==> src/rtl/serial_mmio_bridge_pkg.sv <==
// Shared definitions for the serial MMIO bridge: register offsets, status bits
// and the transmitter handshake state encoding.
package serial_mmio_bridge_pkg;

  localparam logic [3:0] SERIAL_DATA_OFS = 4'h8;
  localparam logic [3:0] SERIAL_STAT_OFS = 4'hC;

  localparam int STAT_TX_READY = 0;
  localparam int STAT_RX_AVAIL = 1;
  localparam int STAT_OVERRUN  = 2;

  // Cycles to wait for the transmitter to report busy before giving up on it
  localparam int TX_BUSY_TIMEOUT = 4;

  typedef enum logic [1:0] {
    TX_IDLE      = 2'd0,
    TX_START     = 2'd1,
    TX_WAIT_BUSY = 2'd2,
    TX_WAIT_DONE = 2'd3
  } tx_state_t;

endpackage

==> src/rtl/serial_mmio_bridge_sync_fifo.sv <==
// Single-clock FIFO with extra-MSB pointers; push into a full FIFO succeeds
// only when a pop happens in the same cycle, pop on empty is ignored.
module sync_fifo #(
  parameter int WIDTH      = 8,
  parameter int DEPTH_LOG2 = 4
) (
  input  logic                  clk,
  input  logic                  rst_n,
  input  logic                  push,
  input  logic                  pop,
  input  logic [WIDTH-1:0]      din,
  output logic [WIDTH-1:0]      dout,
  output logic                  empty,
  output logic                  full,
  output logic [DEPTH_LOG2:0]   count
);

  logic [WIDTH-1:0]    mem [0:(1<<DEPTH_LOG2)-1];
  logic [DEPTH_LOG2:0] wr_ptr;
  logic [DEPTH_LOG2:0] rd_ptr;
  logic                do_push;
  logic                do_pop;

  assign empty   = (wr_ptr == rd_ptr);
  assign full    = (wr_ptr[DEPTH_LOG2] != rd_ptr[DEPTH_LOG2]) &&
                   (wr_ptr[DEPTH_LOG2-1:0] == rd_ptr[DEPTH_LOG2-1:0]);
  assign count   = wr_ptr - rd_ptr;
  assign do_pop  = pop && !empty;
  assign do_push = push && (!full || do_pop);
  assign dout    = mem[rd_ptr[DEPTH_LOG2-1:0]];

  always_ff @(posedge clk or negedge rst_n) begin
    if (!rst_n) begin
      wr_ptr <= '0;
      rd_ptr <= '0;
    end else begin
      if (do_push) wr_ptr <= wr_ptr + 1'b1;
      if (do_pop)  rd_ptr <= rd_ptr + 1'b1;
    end
  end

  // Storage is not reset; the pointers alone define what is valid
  always_ff @(posedge clk) begin
    if (do_push) mem[wr_ptr[DEPTH_LOG2-1:0]] <= din;
  end

endmodule

==> src/rtl/serial_mmio_bridge.sv <==
// Memory-mapped UART bridge: RX/TX FIFOs between the CPU bus and the
// async receiver/transmitter, plus the transmitter start/busy handshake.
module serial_mmio_bridge
  import serial_mmio_bridge_pkg::*;
#(
  parameter int RX_DEPTH_LOG2 = 4,
  parameter int TX_DEPTH_LOG2 = 2
) (
  input  logic        clk,
  input  logic        rst_n,
  input  logic        bus_ce,
  input  logic        bus_stb,
  input  logic        bus_we,
  input  logic [3:0]  bus_addr,
  input  logic [7:0]  bus_wdata,
  output logic [31:0] bus_rdata,
  input  logic [7:0]  rx_data,
  input  logic        rx_data_ready,
  output logic [7:0]  tx_data,
  output logic        tx_start,
  input  logic        tx_busy,
  output logic        irq
);

  localparam logic [TX_DEPTH_LOG2:0] TX_DEPTH = (TX_DEPTH_LOG2+1)'(1 << TX_DEPTH_LOG2);
  localparam logic [1:0] TX_WAIT_LAST = 2'(TX_BUSY_TIMEOUT - 1);

  logic                   rd_access, wr_access;
  logic                   rx_pop, rx_empty, rx_full, rx_drop;
  logic [7:0]             rx_dout;
  logic [RX_DEPTH_LOG2:0] rx_count;
  logic                   tx_push, tx_pop, tx_empty, tx_full;
  logic [7:0]             tx_dout;
  logic [TX_DEPTH_LOG2:0] tx_count;
  logic                   overrun;
  tx_state_t              tx_state;
  logic [1:0]             tx_wait_cnt;

  assign rd_access = bus_ce && bus_stb && !bus_we;
  assign wr_access = bus_ce && bus_stb && bus_we;
  assign rx_pop    = rd_access && (bus_addr == SERIAL_DATA_OFS);
  // A full RX FIFO only accepts a byte when the CPU frees a slot in the same cycle
  assign rx_drop   = rx_data_ready && rx_full && !rx_pop;
  assign tx_push   = wr_access && (bus_addr == SERIAL_DATA_OFS) && (tx_count != TX_DEPTH);
  assign tx_pop    = (tx_state == TX_IDLE) && !tx_empty && !tx_busy;
  assign irq       = (rx_count != '0);

  sync_fifo #(.WIDTH(8), .DEPTH_LOG2(RX_DEPTH_LOG2)) u_rx_fifo (
    .clk(clk), .rst_n(rst_n), .push(rx_data_ready), .pop(rx_pop), .din(rx_data),
    .dout(rx_dout), .empty(rx_empty), .full(rx_full), .count(rx_count)
  );

  sync_fifo #(.WIDTH(8), .DEPTH_LOG2(TX_DEPTH_LOG2)) u_tx_fifo (
    .clk(clk), .rst_n(rst_n), .push(tx_push), .pop(tx_pop), .din(bus_wdata),
    .dout(tx_dout), .empty(tx_empty), .full(tx_full), .count(tx_count)
  );

  always_comb begin
    bus_rdata = '0;
    if (bus_ce && !bus_we) begin
      case (bus_addr)
        SERIAL_DATA_OFS: if (!rx_empty) bus_rdata[7:0] = rx_dout;
        SERIAL_STAT_OFS: begin
          bus_rdata[STAT_OVERRUN]  = overrun;
          bus_rdata[STAT_RX_AVAIL] = !rx_empty;
          bus_rdata[STAT_TX_READY] = !tx_full;
        end
        default: bus_rdata = '0;
      endcase
    end
  end

  // Sticky overrun; a new drop outranks a status-read clear in the same cycle
  always_ff @(posedge clk or negedge rst_n) begin
    if (!rst_n) begin
      overrun <= 1'b0;
    end else if (rx_drop) begin
      overrun <= 1'b1;
    end else if (rd_access && (bus_addr == SERIAL_STAT_OFS)) begin
      overrun <= 1'b0;
    end
  end

  always_ff @(posedge clk or negedge rst_n) begin
    if (!rst_n) begin
      tx_state    <= TX_IDLE;
      tx_data     <= 8'h00;
      tx_start    <= 1'b0;
      tx_wait_cnt <= '0;
    end else begin
      case (tx_state)
        TX_IDLE: begin
          tx_start <= 1'b0;
          if (tx_pop) begin
            tx_data  <= tx_dout;
            tx_start <= 1'b1;
            tx_state <= TX_START;
          end
        end
        TX_START: begin
          tx_start    <= 1'b0;
          tx_wait_cnt <= '0;
          tx_state    <= TX_WAIT_BUSY;
        end
        // A transmitter that never reports busy is treated as having sent the byte
        TX_WAIT_BUSY: begin
          if (tx_busy) begin
            tx_state <= TX_WAIT_DONE;
          end else if (tx_wait_cnt == TX_WAIT_LAST) begin
            tx_state <= TX_IDLE;
          end else begin
            tx_wait_cnt <= tx_wait_cnt + 2'd1;
          end
        end
        TX_WAIT_DONE: begin
          if (!tx_busy) tx_state <= TX_IDLE;
        end
        default: begin
          tx_start <= 1'b0;
          tx_state <= TX_IDLE;
        end
      endcase
    end
  end

endmodule

==> config.mk <==
export PLATFORM = sky130hd
export DESIGN_NAME = serial_mmio_bridge
export DESIGN_NICKNAME = d
export VERILOG_FILES = /design/src/rtl/serial_mmio_bridge_pkg.sv /design/src/rtl/serial_mmio_bridge_sync_fifo.sv /design/src/rtl/serial_mmio_bridge.sv
export SDC_FILE = /design/constraint.sdc
export NUM_CORES = 1
export LEC_CHECK = 0
export ABC_CLOCK_PERIOD_IN_PS = 6900
export BUFFER_PORTS_ARGS = -buffer_cell sky130_fd_sc_hd__buf_2
export CORE_UTILIZATION = 54
export DETAILED_ROUTE_END_ITERATION = 7
export PLACE_DENSITY = 0.71
export SYNTH_ARGS = -nofsm -noshare
export SYNTH_HDL_FRONTEND = slang
export SYNTH_HIERARCHICAL = 1
export SYNTH_SLANG_ARGS = --single-unit
==> constraint.sdc <==
create_clock -name clk -period 6.9 [get_ports clk]
set_clock_uncertainty 0.05 [all_clocks]
set_input_delay 1.035 -clock clk [delete_from_list [all_inputs] [get_ports clk]]
set_output_delay 1.035 -clock clk [all_outputs]
set_load 0.01 [all_outputs]
Word-level counts from Yosys, hierarchy flattened
Memory sizes are Yosys's and may differ from the RTL's. A register that Yosys moved wholly into a read port is not among the register bits.
Index checks and enable logic that the tools add are counted.
Widths: inputs -> output; s select.

storage, ports and cells
  memories = 2
  bits of input ports = 27
  flip-flop bits (word level) = 22
  output and inout port bits = 42
  RAM bits = 160
  word-level logic and storage cells = 91

memories
  name           words  width  rd ports  clocked after Yosys merged registers in  wr ports  RTL line                            source
  u_rx_fifo.mem  16     8      1         0                                        1         serial_mmio_bridge_sync_fifo.sv:18  logic [WIDTH-1:0] mem [0:(1<<DEPTH_LOG2)-1];
  u_tx_fifo.mem  4      8      1         1                                        1         serial_mmio_bridge_sync_fifo.sv:18

cells by class
  eq/ne operators = 18
  add/subtract/negate cells = 7
  multiplexer cells = 20
  reductions and logical operators = 36

operators by type and width
  operator             number
  $logic_and 1x1->1    18
  $mux 8               2
  $mux 2               6
  $add 5x1->5 const B  2
  $eq 4x4->1 const B   2
  $logic_not 1->1      8
  $pmux 2 s4           1
  $mux 1               7
  $add 3x1->3 const B  2
  $eq 2x2->1 const B   3
  $ne 2x2->1 const B   3
  $ne 3x3->1 const B   2
  $pmux 3 s2           1
  $reduce_and 3->1     2
  $reduce_bool 2->1    3
  $eq 5x5->1           1
  $mux 5               1
  $reduce_bool 5->1    1
  $sub 5x5->5          1
  $eq 4x4->1           1
  $pmux 2 s2           1
  $eq 3x3->1           1
  $sub 3x3->3          1
  $add 2x1->2 const B  1
  other kinds (8)      10

Logic depth before layout (Yosys ltp)
  depth after elaboration = 9
  gate-level depth with buffers = 10
  mapped depth without buffers = 9

Hierarchy
The synthesis kept the hierarchy.

modules (own cells, without submodules)
  module                  area an instance (um^2)  cells each  times used  sequential area each (um^2)
  sync_fifo at u_rx_fifo  5745.5                   297         1           4093.9
  sync_fifo at u_tx_fifo  1614.0                   88          1           1111.1
  serial_mmio_bridge      959.7                    95          1           350.3

Worst setup path before layout
No wires, ideal clock.

  path type = flip-flop to output port
  start = register u_rx_fifo.rd_ptr[2]
  end = output bus_rdata[2]
  arrival time = 2.099 ns
  cell stages (with the launch flop) = 11
  data required time = 5.815 ns
  slack = 3.716 ns
  cells stage by stage = dfrtp_1 > buf_2 > buf_2 > buf_2 > inv_1 > ha_1 > and4_1 > and2_1 > nor2_1 > a22oi_1 > nor2_1

on the way
  word-level cells in the longest chain between the ends = 4
  elaborated cells between the ends (all ways) = 5
  those cells by class = eq/ne (1); mux (3); memory (1)

RTL lines
  item                    RTL line                            source
  start, declared         serial_mmio_bridge_sync_fifo.sv:20  logic [DEPTH_LOG2:0] rd_ptr;
  start signal, assigned  serial_mmio_bridge_sync_fifo.sv:38  if (do_pop) rd_ptr <= rd_ptr + 1'b1;
  $eq 5x5->1              serial_mmio_bridge_sync_fifo.sv:24  assign empty = (wr_ptr == rd_ptr);
  net rx_empty            serial_mmio_bridge.sv:29            logic rx_pop, rx_empty, rx_full, rx_drop;
  $mux 8                  serial_mmio_bridge.sv:62            SERIAL_DATA_OFS: if (!rx_empty) bus_rdata[7:0] = rx_dout;
  $pmux 3 s2              serial_mmio_bridge.sv:61            case (bus_addr)
  $mux 8                  serial_mmio_bridge.sv:60            if (bus_ce && !bus_we) begin
  end, declared           serial_mmio_bridge.sv:16            output logic [31:0] bus_rdata,

The timed path passes the listed nets, and every way through them passes these cells.

Worst setup path after layout
  start = register u_rx_fifo.rd_ptr[1]
  end = output bus_rdata[2]

The elaborated chain is that of the path after synthesis.

==> impl_metrics.tcl <==
set metrics [dict create \
    setup_tns_ns 0 \
    cp-start-kind "flop" \
    synth_cells 480 \
    fin_area_sq_um 9170 \
    grt_pass1_wl_mm 23.0 \
    avgSynthCellArea_sq_um 17.3 \
    drt_iter0_markers 335 \
    num_vias 4178 \
    vias_per_cell 5.73 \
    maxSlewHeadroom_pct 5.36 \
    area_growth_syn_to_layout_pct 10.2 \
    grt_max_degree 45 \
    yosys.area.top_type "edfxtp_1" \
    grt_pass1_vias 4196 \
    synth_top_area_share_pct 57.8 \
    start_util_pct 54.9 \
    cap_violations 0 \
    hp-start "tx_start" \
    synth-seq-cells 190 \
    wl_met3_mm 1.05 \
    cpMaxStageDelayCell "dfrtp_1" \
    core_sq_um 15100 \
    clock-sinks 190 \
    synth_adder_area_share_pct 3.04 \
    p_total_mw 3.30 \
    async_flop_share_pct 15.8 \
    hold_viol 0 \
    power_leakage_nw 3.38 \
    layout-drive-gt1-share_pct 20.2 \
    post_cts_buffers 0 \
    gr-total-overflow 0 \
    grt_usage_pct 20.1 \
    crit_family "simple AND/OR/NAND/NOR gates" \
    hold_buffers 0 \
    htreeDepth 4 \
    endpoint_kind "output port" \
    synth_top_family_by_area "multiplexers" \
    rsz0062_at_grt "no" \
    worstSetupStartpoint "u_rx_fifo/rd_ptr[1]" \
    yosysSeqAreaShare_pct 66.8 \
    crit_type "flop to output port" \
    met1_length_mm 6.22 \
    numCtsBuffers 17 \
    yosys.area_share.simple_pct 4.65 \
    die_x_um 126 \
    cts_tree "built" \
    hpwl_mm 9.65 \
    finalSetupViolCount 0 \
    power.ir.vdd_worst_uv 209 \
    synth-compound-area-share_pct 4.27 \
    crit_buf_inv 2 \
    gp_congestion 0.834 \
    clockBufferDepth 2 \
    synth.area.mux_share_pct 14.7 \
    top_layer_used "met4" \
    finalCriticalPeriod_ns 4.38 \
    dominantRegCellSynth "edfxtp_1" \
    synthTopCellsByArea "edfxtp_1, dfrtp_1, mux4_1" \
    nFillCells 1056 \
    ctsResizeCount 0 \
    drv_slew 0 \
    clk_latency_ns 0.43 \
    outcome "finished clean" \
    synth_common_cells "edfxtp_1, dfrtp_1, mux2i_1, nor2_1, buf_4" \
    wl_met2_mm 7.39 \
    netlist_area_sq_um 8320 \
    crit_chain "inv_1 -> ha_1 -> and4_1 -> and2_1 -> nor2_1 -> a22oi_1 -> nor2_1 -> buf_2" \
    max_stage_delay_ns 0.95 \
    worstPathArrival_ns 3.30 \
    root_buffer "clkbuf_16" \
    firstDrtPassIters 4 \
    drc 0 \
    p_per_area_nw_per_um2 360 \
    yosysUniqueCellTypes 51 \
    routedWlPerCell_um 20.4 \
    max_freq_mhz 228 \
    yosysWarnings 6 \
    r2r_start "u_tx_fifo/rd_ptr[0]" \
    cp_max_fo 20 \
    die_h_um 126 \
    tightest_slew_ns 1.41 \
    num_io_pins 69 \
    synth_xor_area_share_pct 1.86 \
    drt_wl_total_mm 14.9 \
    fin_nets 573 \
    portBuffers 44 \
    placed_cell_area_sq_um 8550 \
    cts.clk_slew.worst_paths_ns 0.07 \
    drtAntennaViolNets 0 \
    hp-class "flop to flop" \
    antenna_found_initial 0 \
    die_area_sq_um 15900 \
    cp.required_ns 5.81 \
    rows 45 \
    critPathMostFrequentCell "nor2_1" \
    period_share_pct 63.5 \
    yosysMostFrequentCell "edfxtp_1" \
    synth_enable_flop_cells 160 \
]
[power by group]
part	internal, mW	total, mW	switching, mW
logic	0.375	0.771	0.395
clock network	0.575	1.00	0.427
registers	1.39	1.53	0.134
total	2.34	3.30	0.956
[registers in the layout, indices dropped and copies added (netlist names)]
signal            cells
overrun               1
tx_data               8
tx_start              1
tx_state              2
tx_wait_cnt           2
u_rx_fifo/mem       128
u_rx_fifo/rd_ptr      5
u_rx_fifo/wr_ptr      5
u_tx_fifo/mem        32
u_tx_fifo/rd_ptr      3
u_tx_fifo/wr_ptr      3
[worst reg2reg max path, stage by stage (launching register included)]
cell,delay (ns)
dfrtp_1,0.77
ha_1,0.29
fa_1,0.42
inv_1,0.06
nor2_1,0.04
a2111oi_0,0.88
nand2_1,0.21
a21oi_1,0.69
[cell usage in the layout (no fill, tap or decap), types with 9 or more instances in the layout]
| cell | instances |
|---|---|
| nor2_1 | 26 |
| o21ai_0 | 15 |
| mux4_2 | 9 |
| nand2_1 | 16 |
| buf_2 | 44 |
| dfrtp_1 | 29 |
| xnor2_1 | 11 |
| inv_1 | 15 |
| edfxtp_1 | 160 |
| mux4_1 | 23 |
| mux2i_1 | 26 |
| ha_1 | 17 |
| clkbuf_16 | 17 |
| conb_1 | 24 |
[logic make-up after synthesis]
kind of cell	after synthesis
AO/OA/AOI/OAI	51
buffers and inverters	58
flip-flops	190
AND/OR/NAND/NOR	76
other	1
multiplexers	69
adder cells (fa/ha/maj)	19
XOR/XNOR	16
[cell type report]
cell class                 instances  area, sq um  area share (%)
sequential                       190         5560            60.6
multi-input combinational        255         2460            26.8
clock buffer                      17          425            4.64
timing repair buffer              48          250            2.73
tap                              188          235            2.57
clock inverter                    15          181            1.98
inverter                          15         56.3           0.614
antenna                            1         2.50          0.0273
[through the flow]
| stage | std cells | setup slack, ns | utilization [%] | hold slack [ns] |
|---|---|---|---|---|
| CTS | 727 | 2.53 | 60.5 | 0.435 |
| detailed placement | 695 | 3.01 | 56.5 | 0.419 |
| global placement | 695 | 3.10 | 56.5 | 0.416 |
| global route | 728 | 2.27 | 60.5 | 0.453 |
| floorplan | 503 | 3.72 | - | 0.416 |
| finish | 729 | 2.52 | 60.5 | 0.433 |
[metal layers]
| layer | GRT usage [%] | up-vias |
|---|---|---|
| li1 | - | 1930 |
| met1 | 25.8 | 2083 |
| met2 | 32.3 | 149 |
| met3 | 6.63 | 16 |
| met4 | 6.87 | 0 |
| met5 | 0 | - |
[path summary, 6_finish.rpt]
path,to,slack [ns],depth (start not counted)
setup / recovery,bus_rdata[2],2.52,8
hold / removal,tx_start,0.43,1
setup reg to reg,u_tx_fifo/mem[3][7],3.12,7
hold reg to reg,tx_start,0.43,1
max in group asynchronous,u_rx_fifo/rd_ptr[0],5.68,1
min in group asynchronous,tx_data[2],0.60,1
(Power assumes the default switching activity.)
